`config.mk`:
```
export PLATFORM = sky130hd
export DESIGN_NAME = rx_phase_slicer
export DESIGN_NICKNAME = d
export VERILOG_FILES = /design/src/rtl/rx_pkg.sv /design/src/rtl/rx_energy_acc.sv /design/src/rtl/rx_phase_slicer.sv
export SDC_FILE = /design/constraint.sdc
export NUM_CORES = 1
export LEC_CHECK = 0
export CORE_MARGIN = 3
export CORE_UTILIZATION = 35
export CTS_CLUSTER_DIAMETER = 120
export DETAILED_ROUTE_END_ITERATION = 12
export PLACE_DENSITY = 0.53
export SLEW_MARGIN = 0
export SYNTH_ARGS = -nofsm -noshare
export SYNTH_HDL_FRONTEND = slang
export SYNTH_SLANG_ARGS = --single-unit
```
`constraint.sdc`:
```
create_clock -name clk -period 19.6 [get_ports clk]
set_input_delay 1.96 -clock clk [delete_from_list [all_inputs] [get_ports clk]]
set_output_delay 1.96 -clock clk [all_outputs]
set_load 0.05 [all_outputs]
```
`src/rtl/rx_pkg.sv`:
```
// rx_pkg: shared constants, FSM state type and saturating magnitude helper
// for the rx_phase_slicer receiver front stage.
// No ports. Pure declarations, no timing or flow control of its own.
package rx_pkg;

  // Oversampling ratio of the incoming stream (samples per symbol).
  localparam int OS      = 4;
  localparam int OS_LOG2 = 2;

  typedef enum logic [0:0] {
    ACQUIRE = 1'b0,
    LOCKED  = 1'b1
  } rx_state_e;

  // |x| for an nb-bit two's complement value held sign-extended in 32 bits.
  // The most negative code has no positive twin, so it saturates to
  // 2^(nb-1)-1. The result fits in nb-1 bits.
  function automatic logic [31:0] sat_abs(input logic signed [31:0] x,
                                          input int unsigned       nb);
    logic signed [31:0] most_neg;
    most_neg = -(32'sd1 <<< (nb - 1));
    if (x == most_neg) return $unsigned(-(most_neg + 32'sd1));
    if (x < 0) return $unsigned(-x);
    return $unsigned(x);
  endfunction

endpackage

```
`src/rtl/rx_energy_acc.sv`:
```
// rx_energy_acc: per-phase magnitude accumulator for the phase estimator.
// Latency: accumulated value visible 1 clk after the enabled add.
// Backpressure: none; adds only when enable is high, clear wins over add.
// Ports: clk, rst (sync, active high), enable (add this cycle),
//        clear (load zero this cycle), i_magnitude (unsigned), o_accumulator.
module rx_energy_acc #(
  parameter int MAG_W = 15,
  parameter int ACC_W = 25
) (
  input  logic             clk,
  input  logic             rst,
  input  logic             enable,
  input  logic             clear,
  input  logic [MAG_W-1:0] i_magnitude,
  output logic [ACC_W-1:0] o_accumulator
);

  logic [ACC_W-1:0] acc_d, acc_q;

  always_comb begin
    acc_d = acc_q;
    if (clear) begin
      acc_d = '0;
    end else if (enable) begin
      acc_d = acc_q + ACC_W'(i_magnitude);
    end
  end

  always_ff @(posedge clk) begin
    if (rst) begin
      acc_q <= '0;
    end else begin
      acc_q <= acc_d;
    end
  end

  assign o_accumulator = acc_q;

endmodule

```
`src/rtl/rx_phase_slicer.sv`:
```
// rx_phase_slicer: picks the best of 4 sampling phases by windowed magnitude
// energy, decimates to 1 sample/symbol and slices the sign to a bit.
// Latency 1 clk from selected sample to o_bit; no backpressure, i_valid gaps
// simply pause every counter.
// Ports: clk, rst (sync, active high); i_sample/i_valid input stream;
//        i_auto / i_phase_man phase mode; o_bit/o_bit_valid sliced output;
//        o_phase phase in use; o_locked auto-mode lock indication.
module rx_phase_slicer #(
  parameter int NB_SAMPLE = 16,
  parameter int WIN_LOG2  = 10
) (
  input  logic                        clk,
  input  logic                        rst,
  input  logic signed [NB_SAMPLE-1:0] i_sample,
  input  logic                        i_valid,
  input  logic                        i_auto,
  input  logic [1:0]                  i_phase_man,
  output logic                        o_bit,
  output logic                        o_bit_valid,
  output logic [1:0]                  o_phase,
  output logic                        o_locked
);
  import rx_pkg::*;

  localparam int MAG_W = NB_SAMPLE - 1;
  localparam int ACC_W = NB_SAMPLE - 1 + WIN_LOG2;

  logic [OS_LOG2-1:0]  ph_cnt_d, ph_cnt_q;
  logic [WIN_LOG2-1:0] sym_cnt_d, sym_cnt_q;
  logic [1:0]          phase_est_d, phase_est_q;
  logic [1:0]          sel_d, sel_q;
  rx_state_e           state_d, state_q;
  logic                bit_d, bit_q;
  logic                bit_vld_d, bit_vld_q;

  logic [MAG_W-1:0]    mag;
  logic [OS-1:0]       acc_en;
  logic [ACC_W-1:0]    acc_val [OS];
  logic [ACC_W-1:0]    acc_tot [OS];
  logic [ACC_W-1:0]    best_val;
  logic [1:0]          best_idx;
  logic                boundary;
  logic                win_end;

  assign mag      = MAG_W'(sat_abs(32'(i_sample), NB_SAMPLE));
  assign boundary = i_valid && (ph_cnt_q == OS_LOG2'(OS - 1));
  assign win_end  = boundary && (sym_cnt_q == '1);

  for (genvar p = 0; p < OS; p++) begin : g_acc
    assign acc_en[p] = i_valid && (ph_cnt_q == OS_LOG2'(p));

    rx_energy_acc #(
      .MAG_W (MAG_W),
      .ACC_W (ACC_W)
    ) u_acc (
      .clk           (clk),
      .rst           (rst),
      .enable        (acc_en[p]),
      .clear         (win_end),
      .i_magnitude   (mag),
      .o_accumulator (acc_val[p])
    );
  end

  // The decision must see the sample arriving on the window-end cycle, which
  // the accumulator flops have not absorbed yet (and never will, since that
  // same cycle clears them).
  always_comb begin
    for (int p = 0; p < OS; p++) begin
      acc_tot[p] = acc_val[p] + (acc_en[p] ? ACC_W'(mag) : '0);
    end
  end

  // Strict greater-than while scanning upward keeps the lowest index on ties.
  always_comb begin
    best_idx = '0;
    best_val = acc_tot[0];
    for (int p = 1; p < OS; p++) begin
      if (acc_tot[p] > best_val) begin
        best_val = acc_tot[p];
        best_idx = 2'(p);
      end
    end
  end

  always_comb begin
    ph_cnt_d    = ph_cnt_q;
    sym_cnt_d   = sym_cnt_q;
    phase_est_d = phase_est_q;
    sel_d       = sel_q;
    state_d     = state_q;
    bit_d       = bit_q;
    bit_vld_d   = 1'b0;

    if (i_valid) begin
      ph_cnt_d = ph_cnt_q + OS_LOG2'(1);

      // In auto mode no bit is produced until a full window has been seen.
      if ((ph_cnt_q == sel_q) && ((state_q == LOCKED) || !i_auto)) begin
        bit_vld_d = 1'b1;
        bit_d     = ~i_sample[NB_SAMPLE-1];
      end

      if (boundary) begin
        sym_cnt_d = sym_cnt_q + WIN_LOG2'(1);
        if (win_end) begin
          phase_est_d = best_idx;
          if (i_auto) begin
            state_d = LOCKED;
          end
        end
        // Phase only moves here, so a symbol can never yield 0 or 2 bits.
        sel_d = i_auto ? phase_est_d : i_phase_man;
      end
    end
  end

  always_ff @(posedge clk) begin
    if (rst) begin
      ph_cnt_q    <= '0;
      sym_cnt_q   <= '0;
      phase_est_q <= '0;
      sel_q       <= '0;
      state_q     <= ACQUIRE;
      bit_q       <= 1'b0;
      bit_vld_q   <= 1'b0;
    end else begin
      ph_cnt_q    <= ph_cnt_d;
      sym_cnt_q   <= sym_cnt_d;
      phase_est_q <= phase_est_d;
      sel_q       <= sel_d;
      state_q     <= state_d;
      bit_q       <= bit_d;
      bit_vld_q   <= bit_vld_d;
    end
  end

  assign o_bit       = bit_q;
  assign o_bit_valid = bit_vld_q;
  assign o_phase     = sel_q;
  assign o_locked    = (state_q == LOCKED) && i_auto;

endmodule

```
* After elaboration in Yosys (flattened, before gate mapping)
Index checks and enable logic that the tools add are counted.
Storage, ports and cells: register bits 119, output and inout bits 5
Operators by class: equality and inequality tests 6, $add $sub $neg 11, mux-type cells 19, reductions and logical operators 15, bitwise gates (word level) 2, order comparisons 4
Operators by type and width (count):
- 25-bit by 15-bit adder with 25-bit output | 8
- 15-bit two-way mux | 8
- 25-bit > comparator | 3
- 25-bit two-way mux | 2
- 16-bit equality test, second input constant | 1
- 16-bit by 1-bit < comparator with 1-bit output, second input constant | 1
- 15-bit negator | 1
- 10-bit by 1-bit adder with 10-bit output, second input constant | 1
- 10-bit equality test, second input constant | 1
- 2-bit two-way mux | 4
- 1-bit logical AND | 7
- 1-bit two-way mux | 5
- 2-bit equality test, second input constant | 2
- 2-bit AND reduction | 2
- 4-bit AND reduction | 1
- 2-bit OR reduction | 2
- 2-bit by 1-bit adder with 2-bit output, second input constant | 1
- 2-bit by 1-bit equality test with 1-bit output, second input constant | 1
- 2-bit equality test | 1
- 2-bit logical NOT | 1
- 1-bit inverter | 2
- 1-bit logical NOT | 1
- 1-bit logical OR | 1

* Logic depth before layout (Yosys ltp)
Gate-level depths: netlist (run 1).
word-level depth 15, gate-level depth with buffers 48, mapped depth without buffers 45

* Cells and area by module
From an unflattened synthesis (run 1), not the netlist that was laid out.
Unflattened totals: cell total of the unflattened synthesis 1956, area, all modules 14945.6 um^2
Modules (own cells, without submodules):
- rx_phase_slicer | area an instance 7993.9 um^2, instances 1, cells an instance 1120
- rx_energy_acc (g_acc[0].u_acc ...) | area an instance 1742.9 um^2, instances 2, cells an instance 204
- rx_energy_acc (g_acc[2].u_acc ...) | area an instance 1732.9 um^2, instances 2, cells an instance 214

* Worst setup path before layout (run 1)
Ideal clock, no wire load.
path type input to register, start in i_sample[3], end reg sel_q[0], in the netlist o_phase[0], stages 44, buffers on the path 3, path slack 8833 ps, arrival time 10633 ps, cells stage by stage nor3_1 > nand2b_1 > nor2_2 > nand3_1 > or3_1 > or3b_4 > and2_1 > inv_1 > nand2_1 > fa_1 > nand2b_1 > a21oi_1 > o221a_2 > o31ai_4 > a2111oi_0 > xnor2_1 > ha_1 > nand4_2 > [8 not listed] > a21oi_1 > o21ai_0 > a2111oi_0 > o21a_1 > o21ai_0 > nand2_1 > clkbuf_1 > nand2_1 > o21ai_0 > ha_1 > a21o_1 > a21oi_1 > nand2_1 > a221o_1 > nor3_1 > o211ai_1 > o21ai_0 > a211oi_1
On the way: word-level cells in the longest chain between the ends 15, elaborated cells on any way between the ends 27, those cells by class add/sub (5); order compare (4); eq/ne (1); mux (17)
Ends and longest elaborated chain:
- from (decl) | RTL line rx_phase_slicer.sv:14 | input logic signed [NB_SAMPLE-1:0] i_sample,
- 16-bit by 1-bit < comparator with 1-bit output | RTL line rx_pkg.sv:23 | if (x < 0) return $unsigned(-x);
- 1-bit two-way mux (2 in series) | RTL line rx_pkg.sv:23
- 15-bit two-way mux | RTL line rx_pkg.sv:24 | return $unsigned(x);
- 15-bit two-way mux * | RTL line rx_pkg.sv:23
- 15-bit two-way mux | RTL line rx_phase_slicer.sv:70 | acc_tot[p] = acc_val[p] + (acc_en[p] ? ACC_W'(mag) : '0);
- 25-bit by 15-bit adder with 25-bit output | RTL line rx_phase_slicer.sv:70
- 25-bit > comparator | RTL line rx_phase_slicer.sv:79 | if (acc_tot[p] > best_val) begin
- 25-bit two-way mux | RTL line rx_phase_slicer.sv:79
- 25-bit > comparator | RTL line rx_phase_slicer.sv:79
- 25-bit two-way mux | RTL line rx_phase_slicer.sv:79
- 25-bit > comparator | RTL line rx_phase_slicer.sv:79
- 2-bit two-way mux * | RTL line rx_phase_slicer.sv:79
- 2-bit two-way mux * | RTL line rx_phase_slicer.sv:106 | if (win_end) begin
- 2-bit two-way mux * | RTL line rx_phase_slicer.sv:113 | sel_d = i_auto ? phase_est_d : i_phase_man;
- to (signal assigned) | RTL line rx_phase_slicer.sv:131 | sel_q <= sel_d;
- to (decl) | RTL line rx_phase_slicer.sv:31 | logic [1:0] sel_d, sel_q;
Mark *: on every way between the ends. The rest lies on a longest branch, timed or not. The select of a mux whose other input is x is not followed. A chain may end at the register's enable or synchronous reset.

* Worst setup path after layout (run 1)
Ends and elaborated chain as after synthesis.

==> metrics.md, run 1 <==
| Metric | Value |
|---|---|
| Status | `finished, final reports clean` |
| Clock tree buffer depth | `2` |
| Worst slew margin | `around 30%` |
| Dpl hpwl | `approximately 32000 um` |
| Syn_nets | `between 2000 and 2500` |
| Die area | `41700 um2` |
| RSZ-0062 raised after global routing | `no` |
| Syn avg cell area | `between 7 and 8 um2` |
| Power per Cell Area | `between 70 and 80 nW/um2` |
| Post-CTS setup buffer count | `0` |
| Tightest Pin Transition | `1.05 ns` |
| Core ar. | `~38000 um2` |
| Final GP Congestion | `0.872` |
| Die X-Extent | `approximately 200 um` |
| Routed Antenna Nets | `0` |
| Cts-stage hold buffer count | `0` |
| Library cells used by synthesis | `between 80 and 90` |
| I/O Buffers | `26` |
| Slowest stage cell, crit path | `o21bai_4` |
| Post-place setup slack | `about 5.6 ns` |
| Ys flop type | `dfxtp_1` |
| Met3 WL | `1330 um` |
| Total number of vias | `12707` |
| Clock latency on the worst-skew pair | `0.45 ns` |
| Metal1 wirelength | `~21000 um` |
| Area share of fa/ha/maj cells after synthesis | `roughly a fifth` |
| Final setup viols | `0` |
| Uppermost layer routed | `met4` |
| GRT Residual Overflow | `0` |
| Die Ht | `a little over 200 um` |
| Max-cap viol count | `0` |
| Final period utilization | `between 60 and 70%` |
| Most frequent cells in the layout | `nor2_1 (213), ha_1 (201), nand2_1 (195)` |
| Synth Register Bits | `119` |
| Fin. max-slew vios | `0` |
| Routed wire length | `between 40000 and 50000 um` |
| Clk sinks | `119` |
| Peak Freq | `around 74 MHz` |
| Commonest non-fill, non-tap cell in the layout | `nor2_1` |
| DRC viols | `0` |
| Hold Crit Class | `reg -> reg` |
| Synth Instances | `approximately 1800` |
| Pleak | `about 6.9 nW` |
| Post-synth EDFFs | `0` |
| CTS tree | `yes` |
| Via-per-instance ratio | `5.44` |
| Drt wl/cell | `17.2 um` |
| CTS clk-pin slew, worst paths | `roughly 0.06 ns` |
| Design area | `15100 um2` |
| Req. time, crit path | `19.96 ns` |
| Number of antenna diodes | `0` |
| Post-synthesis sequential area ratio | `approximately 17%` |
| Vias in the first global route | `approximately 12000` |
| Clk root buf | `clkbuf_16` |
| Met2 wire length | `around 18000 um` |
| Syn. warnings | `0` |
| Worst setup EP type | `flip-flop` |
| Placed cell area | `roughly 14000 um2` |
| Final hold vios | `0` |
| Largest family of logic cells by synthesized area | `compound AO/OA/AOI/OAI gates` |
| Fill cells | `4020` |
| Worst setup path category | `in -> reg` |
| Minimum clock period | `13.49 ns` |
| Gr usage total | `about a fifth` |
| XOR/XNOR share of the synthesized area | `approximately 10%` |
| Setup TNS | `0 ns` |
| Layout Nets | `2045` |
| Initial antenna violation count | `0` |
| Core Rows | `around 70` |
| Area delta synth->final | `9.94%` |
| DRT Pass-1 Iters | `5` |
| Mux contribution to synthesized area | `about 2.4%` |
| Crit-path max FO | `36` |
| Post-synthesis compound-gate area fraction | `about 24%` |
| Ratio of cells with drive above 1 in the final layout | `5.42%` |
| Io pins | `27` |
| Clock Skews | `between 0.01 and 0.015 ns` |
| Global-route wire length before repair | `~65000 um` |
| Peak supply drop | `between 80 and 90 uV` |
| H-tree Lvls | `4` |
| Final Hold Slack | `roughly 0.48 ns` |
| Asr flop ratio synth | `0%` |
| Fin worst setup slack | `6.11 ns` |
| Simple-gate portion of the synthesized area | `between 20 and 25%` |
| TritonCTS Buffers | `17` |
| Initial drt markers | `between 600 and 700` |
| Initial Util | `between 30% and 40%` |
| Largest net degree at the start of global routing | `between 40 and 50` |
| Worst EP arrival | `roughly 14 ns` |
| Crit start category | `input port` |
| Max stage delay on crit path | `~0.9 ns` |
| Netlist area before placement | `between 10000 and 15000 um2` |
| Post-CTS Resized | `0` |
[sequential cells by signal, indices dropped and copies added (netlist names)]
signal / cells
g_acc.u_acc.o_accumulator: 100
sym_cnt_q: 10
o_phase: 2
ph_cnt_q: 2
phase_est_q: 2
o_bit: 1
o_bit_valid: 1
state_q: 1
[logic make-up after synthesis]
| kind of cell | Yosys count |
|---|---|
| multiplexers | 32 |
| XOR/XNOR | 162 |
| adder cells (fa/ha/maj) | 209 |
| flip-flops | 119 |
| AO/OA/AOI/OAI | 505 |
| buffers and inverters | 134 |
| AND/OR/NAND/NOR | 654 |
[critical path, delay by kind of cell]
family | cells | cell delay [ns]
XOR/XNOR | 1 | 0.22
multiplexers | 1 | 0.35
buffers and inverters | 2 | 0.86
AND/OR/NAND/NOR | 16 | 4.03
AO/OA/AOI/OAI | 17 | 5.13
adder cells (fa/ha/maj) | 4 | 1.25
[power breakdown]
part | internal, mW | switching, mW
combinational | 0.178 | 0.274
sequential | 0.251 | 0.0116
clock | 0.214 | 0.130
[routing by layer]
| layer | vias up | global-route usage, % |
|---|---|---|
| met1 | 5942 | 27.6 |
| met3 | 34 | 2.79 |
| met4 | 0 | 4.42 |
| met5 | - | 0 |
| li1 | 6537 | - |
| met2 | 194 | 31.4 |
[path summary, 6_finish.rpt]
check | cells after the start | from | slack [ns] | endpoint
setup / recovery | 41 | i_sample[3] | 6.11 | o_phase[0]$_SDFFE_PP0P_
hold / removal | 2 | g_acc[1].u_acc.o_accumulator[4]$_SDFFE_PP0N_ | 0.48 | g_acc[1].u_acc.o_accumulator[4]$_SDFFE_PP0N_
setup reg to reg | 37 | ph_cnt_q[1]$_SDFFE_PP0P_ | 8.90 | o_phase[0]$_SDFFE_PP0P_
hold reg to reg | 2 | g_acc[1].u_acc.o_accumulator[4]$_SDFFE_PP0N_ | 0.48 | g_acc[1].u_acc.o_accumulator[4]$_SDFFE_PP0N_
[cells in the mapped netlist (all sizes together) (7+ instances only)]
| cell | n | area (um2) |
|---|---|---|
| o31ai | 20 | 178 |
| nor3 | 34 | 170 |
| nor2b | 10 | 62.6 |
| a31oi | 15 | 109 |
| or3 | 27 | 169 |
| o21a | 19 | 143 |
| and2 | 30 | 210 |
| a211oi | 22 | 170 |
| ha | 201 | 2510 |
| nor2 | 214 | 806 |
| fa | 8 | 160 |
| o21bai | 20 | 150 |
| a2111oi | 7 | 62.6 |
| o211ai | 24 | 185 |
| a21oi | 169 | 850 |
| or2 | 10 | 62.6 |
| nand4 | 32 | 206 |
| xor2 | 47 | 412 |
| a31o | 7 | 61.3 |
| nand3 | 43 | 225 |
| nand2 | 195 | 732 |
| and3 | 18 | 113 |
| or4 | 10 | 75.1 |
| buf | 21 | 131 |
| nand2b | 14 | 87.6 |
| mux2i | 27 | 270 |
| a21o | 61 | 458 |
| clkbuf | 37 | 139 |
| inv | 76 | 285 |
| dfxtp | 119 | 2380 |
| xnor2 | 115 | 1010 |
| o21ai | 93 | 473 |
[final cells by class]
type,count,area [um2],area share (%)
multi-input cells,1562,10800,71.6
flip-flops and latches,119,2380,15.8
well taps,511,639,4.23
clock buffers,18,429,2.84
repair buffers,38,350,2.32
inverters,76,285,1.89
clock inverters,13,198,1.31
[stage by stage]
stage               power [mW]  util (%)  instances
floorplan                0.609         -       1815
finish                    1.06      39.5       2337
global route              1.13      39.5       2337
detailed placement       0.716      37.9       2306
CTS                       1.07      39.5       2337
global placement         0.709      37.9       2306
(Power assumes the default switching activity.)
==> inputs of run 2 (changes only) <==
--- a/config.mk
+++ b/config.mk
@@ -9,7 +9,7 @@
 export CORE_UTILIZATION = 35
 export CTS_CLUSTER_DIAMETER = 120
 export DETAILED_ROUTE_END_ITERATION = 12
-export PLACE_DENSITY = 0.53
+export PLACE_DENSITY = 0.55
 export SLEW_MARGIN = 0
 export SYNTH_ARGS = -nofsm -noshare
 export SYNTH_HDL_FRONTEND = slang
==> constraint.sdc (replaced) <==
create_clock -name clk -period 11.2 [get_ports clk]
set_input_delay 1.12 -clock clk [delete_from_list [all_inputs] [get_ports clk]]
set_output_delay 1.12 -clock clk [all_outputs]
set_load 0.05 [all_outputs]
==> run 2 against run 1 <==
Against the previous run:
- via count grew 1.3%
- clock-buffer cell count stayed put
- sequential power up 74%
- critical endpoint is now o_phase[1]$_SDFFE_PP0P_
==> metrics.md, run 2 (synthesized netlist as in run 1, its figures left out) <==
| Metric | Value |
|---|---|
| Status | `finished, final reports clean` |
| GRT Residual Overflow | `0` |
| Initial drt markers | `approximately 810` |
| Clock latency on the worst-skew pair | `~0.46 ns` |
| Hold Crit Class | `reg -> reg` |
| Final hold vios | `0` |
| R2r startpoint | `ph_cnt_q[1]$_SDFFE_PP0P_` |
| Number of antenna diodes | `0` |
| I/O Buffers | `26` |
| Peak supply drop | `around 120 uV` |
| Combinational share of power | `44.0%` |
| Largest net degree at the start of global routing | `50` |
| Clk sinks | `~120` |
| Internal | `about 1.1 mW` |
| Global-route wire length before repair | `65800 um` |
| Core ar. | `~38000 um2` |
| Max-cap viol count | `0` |
| Cts-stage hold buffer count | `0` |
| Fin. max-slew vios | `0` |
| Final setup viols | `0` |
| Initial Util | `36.0%` |
| Fill cells | `about 4000` |
| Worst setup EP type | `flip-flop` |
| Fin worst setup slack | `0.648 ns` |
| Minimum clock period | `between 10 and 15 ns` |
| Pleak | `~7 nW` |
| Switching share of total power | `just under 40%` |
| Via-per-instance ratio | `between 5 and 6` |
| Io pins | `27` |
| Core Rows | `slightly above 70` |
| Routed wire length | `between 40000 and 50000 um` |
| Path depth of the worst reg2reg path | `36` |
| Die X-Extent | `204 um` |
| Most frequent cells in the layout | `nor2_1 (213), ha_1 (201), nand2_1 (195)` |
| Clk network pwr share | `roughly a third` |
| CTS clk-pin slew, worst paths | `0.06 ns` |
| Crit path launch | `i_sample[3]` |
| Power per Cell Area | `123 nW/um2` |
| Crit-path max FO | `16` |
| Die area | `about 42000 um2` |
| Final Hold Slack | `approximately 0.48 ns` |
| Tightest Pin Transition | `roughly 1.3 ns` |
| Clk root buf | `clkbuf_16` |
| Seq. cell area | `around 2400 um2` |
| Final GP Congestion | `slightly above 0.9` |
| Max stage delay on crit path | `approximately 0.45 ns` |
| Peak Freq | `~95 MHz` |
| Slowest stage cell, crit path | `clkdlybuf4s50_1` |
| Routed Antenna Nets | `0` |
| Dpl hpwl | `between 30000 and 40000 um` |
| H-tree Lvls | `4` |
| DRT Pass-1 Iters | `5` |
| Vias in the first global route | `between 10000 and 15000` |
| Total number of vias | `~13000` |
| DRC viols | `0` |
| Clock tree buffer depth | `2` |
| R2R setup slack | `approximately 2.2 ns` |
| Sequential fraction of design power | `approximately a quarter` |
| Hold Startpoint | `g_acc[2].u_acc.o_accumulator[13]$_SDFFE_PP0P_` |
| Post-place setup slack | `-0.0277 ns` |
| Ratio of cells with drive above 1 in the final layout | `6.83%` |
| TritonCTS Buffers | `17` |
| Final period utilization | `94.2%` |
| Multi-input logic area | `between 10000 and 15000 um2` |
| Clock Skews | `0.0140 ns` |
| Max reg flops | `100` |
| Gr usage total | `approximately a fifth` |
| Worst slew margin | `12.4%` |
| Worst EP arrival | `about 11 ns` |
| Req. time, crit path | `11.52 ns` |
| Area delta synth->final | `11.4%` |
| CTS tree | `yes` |
| Drt wl/cell | `around 17 um` |
| Die Ht | `around 200 um` |
| Crit start category | `input port` |
| Initial antenna violation count | `0` |
| Cell mode on critical path | `ha_1` |
| Layout Nets | `2064` |
| Hold Path Depth | `2` |
| Commonest non-fill, non-tap cell in the layout | `nor2_1` |
| P_sw | `around 750 uW` |
| Worst setup path category | `in -> reg` |
## run 2: cell types whose count changed in the layout (fill, tap and decap cells not counted), moves of 2 or more
| cell | before | now |
|---|---|---|
| clkinv_4 | 5 | 3 |
| buf_4 | 12 | 29 |
| inv_6 | 3 | 6 |
| a2111oi_2 | 0 | 3 |
| buf_12 | 0 | 2 |
| a2111oi_0 | 6 | 2 |
## run 2: worst paths after layout
path | to
setup / recovery | o_phase[1]$_SDFFE_PP0P_
hold / removal | g_acc[2].u_acc.o_accumulator[13]$_SDFFE_PP0P_
setup reg to reg | o_phase[1]$_SDFFE_PP0P_
hold reg to reg | g_acc[2].u_acc.o_accumulator[13]$_SDFFE_PP0P_
## run 2: critical path: cells and delay by family
kind	cells	cell delay, ns
buffers and inverters	4	0.97
and+or+nand+nor	18	3.96
muxes	1	0.33
adders and majority gates	4	1.22
AOI/OAI and AO/OA	14	2.92
xor gates and xnor gates	1	0.29
## run 2: metal layers
metal	routed length, um	share of wire (%)	up-vias	global-route usage [%]
li1	-	-	6583	-
met1	20700	50	6056	28.0
met2	18500	45	201	32.3
met3	1340	3.3	30	2.68
met4	609	1.5	0	4.69
met5	0	0	-	0
## run 2: timing repair
action | in CTS | in global routing
buffers inserted | 0 | 2
gates resized for setup | 0 | 12
endpoints found under the setup margin | 0 | 4
## run 2: final cells by class
| cell class | instances | share of cell area (%) |
|---|---|---|
| inverter | 76 | 1.86 |
| timing repair buffer | 57 | 3.38 |
| sequential | 119 | 15.6 |
| clock inverter | 14 | 1.21 |
| tap | 511 | 4.18 |
| clock buffer | 18 | 2.87 |
| multi-input combinational | 1562 | 70.9 |
## run 2: power by group through the flow
stage               clock network [mW]  logic [mW]  registers (mW)
finish                           0.599       0.829           0.458
floorplan                            0       0.604           0.462
global route                     0.630       0.928           0.461
global placement                     0       0.790           0.468
detailed placement                   0       0.800           0.468
CTS                              0.612       0.804           0.458
## run 2: stage by stage
step                      util [%]   TNS, ns  power [mW]  cells  instance area, um2
final                         40.1         0        1.89   2357               15300
after global routing          40.1  -0.00252        2.02   2357               15300
after CTS                     39.9         0        1.87   2355               15200
after detailed placement      38.3   -0.0477        1.27   2323               14600
after global placement        38.3         0        1.26   2323               14600
after floorplan                  -         0        1.07   1815               13700
